`config.mk`:
```
export PLATFORM = sky130hd
export DESIGN_NAME = univ_shift_reg
export DESIGN_NICKNAME = d
export VERILOG_FILES = /design/src/rtl/univ_shift_reg.sv
export SDC_FILE = /design/constraint.sdc
export NUM_CORES = 1
export LEC_CHECK = 0
export ABC_AREA = 1
export CAP_MARGIN = 20
export CORE_UTILIZATION = 43
export DETAILED_ROUTE_END_ITERATION = 6
export PLACE_DENSITY = 0.77
export RECOVER_POWER = 50
export SLEW_MARGIN = 20
export SYNTH_ARGS = -nofsm -noshare
export SYNTH_HDL_FRONTEND = slang
export SYNTH_SLANG_ARGS = --single-unit
export TNS_END_PERCENT = 30
```
`constraint.sdc`:
```
create_clock -name clk -period 1.35 [get_ports clk]
set_input_delay 0.27 -clock clk [delete_from_list [all_inputs] [get_ports clk]]
set_output_delay 0.27 -clock clk [all_outputs]
set_load 0.02 [all_outputs]
```
`src/rtl/univ_shift_reg.sv`:
```
// Universal shift register: shift left/right, rotate, parallel load, clear,
// clock enable, and a saturating count of valid bits since reset/load/clear.
module univ_shift_reg #(
  parameter int               WIDTH   = 8,
  parameter logic [WIDTH-1:0] RST_VAL = '0
) (
  input  logic                       clk,
  input  logic                       rst,
  input  logic                       en,
  input  logic [2:0]                 mode,
  input  logic                       sin_r,
  input  logic                       sin_l,
  input  logic [WIDTH-1:0]           pin,
  output logic [WIDTH-1:0]           out,
  output logic                       sout_l,
  output logic                       sout_r,
  output logic [$clog2(WIDTH+1)-1:0] fill_cnt,
  output logic                       full
);

  localparam int               CNT_W   = $clog2(WIDTH + 1);
  localparam logic [CNT_W-1:0] CNT_MAX = CNT_W'(WIDTH);

  typedef enum logic [2:0] {
    M_HOLD  = 3'b000,
    M_SHL   = 3'b001,
    M_SHR   = 3'b010,
    M_ROL   = 3'b011,
    M_ROR   = 3'b100,
    M_LOAD  = 3'b101,
    M_CLEAR = 3'b110,
    M_RSVD  = 3'b111
  } mode_e;

  logic [WIDTH-1:0] out_q, out_d;
  logic [CNT_W-1:0] fill_q, fill_d;
  logic             full_q, full_d;

  // Counter never wraps: it sticks at WIDTH once every bit position is valid.
  function automatic logic [CNT_W-1:0] sat_inc(input logic [CNT_W-1:0] cnt);
    return (cnt >= CNT_MAX) ? CNT_MAX : cnt + CNT_W'(1);
  endfunction

  always_comb begin
    out_d  = out_q;
    fill_d = fill_q;
    if (en) begin
      case (mode_e'(mode))
        M_SHL: begin
          out_d  = {out_q[WIDTH-2:0], sin_r};
          fill_d = sat_inc(fill_q);
        end
        M_SHR: begin
          out_d  = {sin_l, out_q[WIDTH-1:1]};
          fill_d = sat_inc(fill_q);
        end
        M_ROL:   out_d = {out_q[WIDTH-2:0], out_q[WIDTH-1]};
        M_ROR:   out_d = {out_q[0], out_q[WIDTH-1:1]};
        M_LOAD: begin
          out_d  = pin;
          fill_d = CNT_MAX;
        end
        M_CLEAR: begin
          out_d  = RST_VAL;
          fill_d = '0;
        end
        default: ;
      endcase
    end
    // full follows the next-state count so it rises with fill_cnt, not a cycle later
    full_d = (fill_d == CNT_MAX);
  end

  always_ff @(posedge clk) begin
    if (rst) begin
      out_q  <= RST_VAL;
      fill_q <= '0;
      full_q <= 1'b0;
    end else begin
      out_q  <= out_d;
      fill_q <= fill_d;
      full_q <= full_d;
    end
  end

  assign out      = out_q;
  assign sout_l   = out_q[WIDTH-1];
  assign sout_r   = out_q[0];
  assign fill_cnt = fill_q;
  assign full     = full_q;

endmodule

```
### After elaboration in Yosys (flattened, before gate mapping)

Index checks and enable logic that the tools add are counted.

| operators by class | value |
|---|---|
| add/subtract/negate cells | 1 |
| muxes and demuxes | 4 |
| reductions and logical operators | 3 |
| magnitude comparators | 1 |
| eq/ne operators | 7 |

Operators by type and width:

| kind | number |
|---|---|
| case mux 8 bit (6 select lines) | 1 |
| case mux 4 bit (3 select lines) | 1 |
| == test 3 bit (second input constant) | 3 |
| two-way mux 4 bit | 2 |
| == test 3 x 2 -> 1 bit (second input constant) | 2 |
| nonzero test 6 bit | 1 |
| adder 4 x 1 -> 4 bit (second input constant) | 1 |
| == test 4 bit (second input constant) | 1 |
| >= comparator 4 bit (second input constant) | 1 |
| == test 3 x 1 -> 1 bit (second input constant) | 1 |
| AND reduction 2 bit | 1 |
| OR reduction 2 bit | 1 |

| storage, ports and cells | value |
|---|---|
| input bits | 16 |
| word-level logic and storage cells | 19 |
| register bits | 13 |
| output and inout port bits | 15 |

### Longest topological paths before layout

| depth | value |
|---|---|
| depth in word-level cells | 5 |
| mapped depth | 9 |
| mapped depth without buffers | 9 |

### Least setup slack after synthesis

No wires, ideal clock.

| timing | value |
|---|---|
| path type | register -> register |
| start point | register fill_q[1] (netlist: fill_cnt[1]) |
| end point | register full_q (netlist: full) |
| arrival time | 1.086 ns |
| library setup time | 0.112 ns |
| cell stages (with the launch flop) | 7 |
| setup slack | 0.151 ns |
| buffers on the path | 0 |
| clock period less this slack | 1.199 ns |
| data required time | 1.238 ns |
| cell sequence | dfxtp_1 -> ha_1 -> nand2_1 -> o21ai_0 -> nand3_1 -> nand4_1 -> nor2_1 |

| on the way | value |
|---|---|
| cells in the longest elaborated chain, start to end | 5 |
| elaborated cells on any way between the ends | 6 |
| those cells by class | add/sub: 1; order compare: 1; eq/ne: 1; mux: 3 |

Ends and longest elaborated chain:

| item | line | RTL |
|---|---|---|
| start, declared | 36 | `logic [CNT_W-1:0] fill_q, fill_d;` |
| start signal, assigned | 81 | `fill_q <= fill_d;` |
| adder 4 x 1 -> 4 bit or >= comparator 4 bit (tied branches) | 41 | `return (cnt >= CNT_MAX) ? CNT_MAX : cnt + CNT_W'(1);` |
| two-way mux 4 bit | 41 |  |
| case mux 4 bit (3 select lines) | 48 | `case (mode_e'(mode))` |
| two-way mux 4 bit * | 47 | `if (en) begin` |
| == test 4 bit * | 71 | `full_d = (fill_d == CNT_MAX);` |
| end signal, assigned | 82 | `full_q <= full_d;` |
| end, declared | 37 | `logic full_q, full_d;` |

Every way passes the cells marked *; elsewhere a longest branch is shown, timed or not.
A chain may end at the register's enable or synchronous reset.

### Worst setup path in the final report

| timing | value |
|---|---|
| start point | register out_q[0] (netlist: out[0]) |
| end point | output sout_r |

RTL lines:

| item | line | RTL |
|---|---|---|
| start, declared | 35 | `logic [WIDTH-1:0] out_q, out_d;` |
| start signal, assigned | 80 | `out_q <= out_d;` |
| end, declared | 16 | `output logic sout_r,` |

No word-level cell between the ends.

==> out/metrics.csv <==
metric,value,unit
Gate Count Post-Synth,130,
gr usage total,0.245,
CP max-delay cell,dfxtp_1,
Final min period,1.31,ns
Starting DRT DRC Count,19,
Overflow after GRT,0,
FF/Latch Area,260,um2
area grow syn2layout,54.3,%
Pre-Repair DR Iteration Count,4,
"Seq/Total Area, Yosys",0.311,
ANT nets after route,0,
pre-CTS setup slack,-0.431,ns
Final nets,198,
Crit Path Max Fanout,4,
final hold violation count,0,
biggest area consumer among synthesized cells,dfxtp_1,
path type of the worst setup path,flip-flop to output pin,
final setup fails,0,
H-tree levels,1,
area share of the largest cell type after synthesis,0.311,
Finished Layout Cells,204,
Max clock buf depth,2,
drt via density,5.06,
power per cell area,779,mW/mm2
Syn Std Cell Area,837,um2
Slew Limit Fails,0,
"Req. time, crit path",1.08,ns
syn_area_per_cell,6.44,um2
Clock Sinks,13,
leak pwr,0.645,nW
VDD IR max,0.000670,V
YS warnings,0,
Yosys cell types,18,
CP startpoint kind,flip-flop,
RSZ-0062 raised after global routing,no,
die area,0.00213,mm2
CP Cell Sequence,dlygate4sd2_1,
most frequent cell after synthesis,nand2_1,
most frequent cells after synthesis,"nand2_1 (30), nor2_1 (17), dfxtp_1 (13), inv_1 (13), nand3_1 (12)",
first-pass GRT wire length,3800,um
die span in x,46.1,um
CP endpoint kind,output pin,
placed cells,200,
final worst slack,0.0444,ns
Fin Clk Skew,0.0141,ns
post-DP HPWL,1880,um
Fillers,158,
placed cell areas,0.00129,mm2
ANT cells,0,
gpl congestion,0.786,
number of synthesized register bits,13,
DR WL/cell,11.6,um
share of cells above drive strength 1,0.184,
Core Area,0.00178,mm2
Max stage delay on crit path,0.40,ns
max-cap violation count,0,
DR DRC count,0,
Synth area leaders,"dfxtp_1 (31%), nand2_1 (13%), nor2_1 (7.6%), nand3_1 (7.2%), o21ai_0 (6.6%)",
vias in the first global route,898,
design area,0.00129,mm2
hold buffer count at cts,0,
"Top FF cell, synth",dfxtp_1,
vias,1033,
# port buffers,30,
multi-input logic area,492,um2
Die Span Y,46.1,um
initial antenna violation count,0,
worst path buffer plus inverter count,1,
FMAX,0.766,GHz
WL final,2360,um
"FFs w/ async S/R, synth",0,
status,"complete, no violations",
crit-path leading delay family,flip-flops,
Min-Delay Path Class,flip-flop to flip-flop,
Clock Latency Late Sink,0.29,ns
largest net degree at the start of global routing,16,
period utilization,0.967,
Syn Nets,148,
Worst Path Arrival,1.04,ns
I/O pin cnt,31,
"CTS clk-pin slew, worst paths",0.07,ns
CTS root buffer,clkbuf_4,
Post-synth EDFFs,0,
worst slew pin tran,0.237,ns
CTS Buf Count,3,
Initial Util,0.469,
slew margin rel.,0.842,
setup TNS,0,ns
cell row count,15,
TritonCTS clock tree,built,
==> where the power goes <==
part | switching (mW) | leakage [nW] | internal [mW]
clock network | 0.132 | 0.0150 | 0.115
registers | 0.0186 | 0.107 | 0.411
logic | 0.182 | 0.523 | 0.147
total | 0.333 | 0.645 | 0.673
==> sequential cells by signal, indices dropped and copies added (netlist names) <==
| name | count |
|---|---|
| fill_cnt | 4 |
| full | 1 |
| out | 8 |
==> per-layer routing <==
metal / wire length, um / part of all wire / up-vias / global-route usage
met5: 0 / 0 / - / 0
met4: 34 / 0.014 / 0 / 0.0882
met3: 133 / 0.056 / 5 / 0.0235
met2: 1130 / 0.48 / 37 / 0.406
met1: 1060 / 0.45 / 469 / 0.327
li1: - / - / 522 / -
==> logic make-up after synthesis <==
| group | Yosys count | synth area share |
|---|---|---|
| AOI/OAI and AO/OA | 22 | 0.136 |
| adders and majority gates | 2 | 0.0299 |
| buffers and inverters | 18 | 0.0987 |
| DFF | 13 | 0.311 |
| and+or+nand+nor | 75 | 0.425 |
==> per-stage QoR <==
step	hold WS, ns	util	power (mW)
2_1_floorplan	0.339	-	0.613
3_3_place_gp	0.524	0.724	0.785
3_5_place_dp	0.528	0.724	0.793
4_1_cts	0.538	0.726	1.01
5_1_grt	0.565	0.724	1.06
6_report	0.536	0.724	1.01
==> cell type report <==
type | instances | share of cell area
Clock buffer | 4 | 0.0203
Inverter | 15 | 0.0436
Timing Repair Buffer | 48 | 0.329
Tap cell | 25 | 0.0242
Sequential cell | 13 | 0.202
Multi-Input combinational cell | 99 | 0.381
==> final timing paths <==
path | slack, ns | cells after the start | start | to
setup / recovery | 0.04 | 1 | out[0]$_SDFFE_PP0P_ | sout_r
hold / removal | 0.54 | 2 | out[2]$_SDFFE_PP0P_ | out[2]$_SDFFE_PP0P_
setup reg to reg | 0.09 | 8 | fill_cnt[0]$_SDFF_PP0_ | full$_SDFF_PP0_
hold reg to reg | 0.54 | 2 | out[2]$_SDFFE_PP0P_ | out[2]$_SDFFE_PP0P_
==> repair_timing <==
action / CTS / global route
gates resized for setup: 19 / 1
setup endpoints to repair: 26 / 1
hold endpoints to repair: 0 / 0
setup buffers: 0 / 0
==> cells in the final DEF (no fill, tap or decap) <==
cell type / count
a21oi_2: 1
nand4_1: 7
inv_2: 3
nor2_1: 17
o21ai_1: 8
inv_1: 12
clkbuf_4: 3
clkbuf_1: 1
a21oi_1: 3
buf_4: 17
nand3_2: 1
clkdlybuf4s50_1: 12
nand3_1: 12
o21ai_0: 10
dfxtp_1: 13
nand2_2: 4
nor2_4: 1
nand2_1: 31
dlygate4sd2_1: 18
ha_1: 2
nand2_4: 2
buf_12: 1
(Power assumes the default switching activity.)
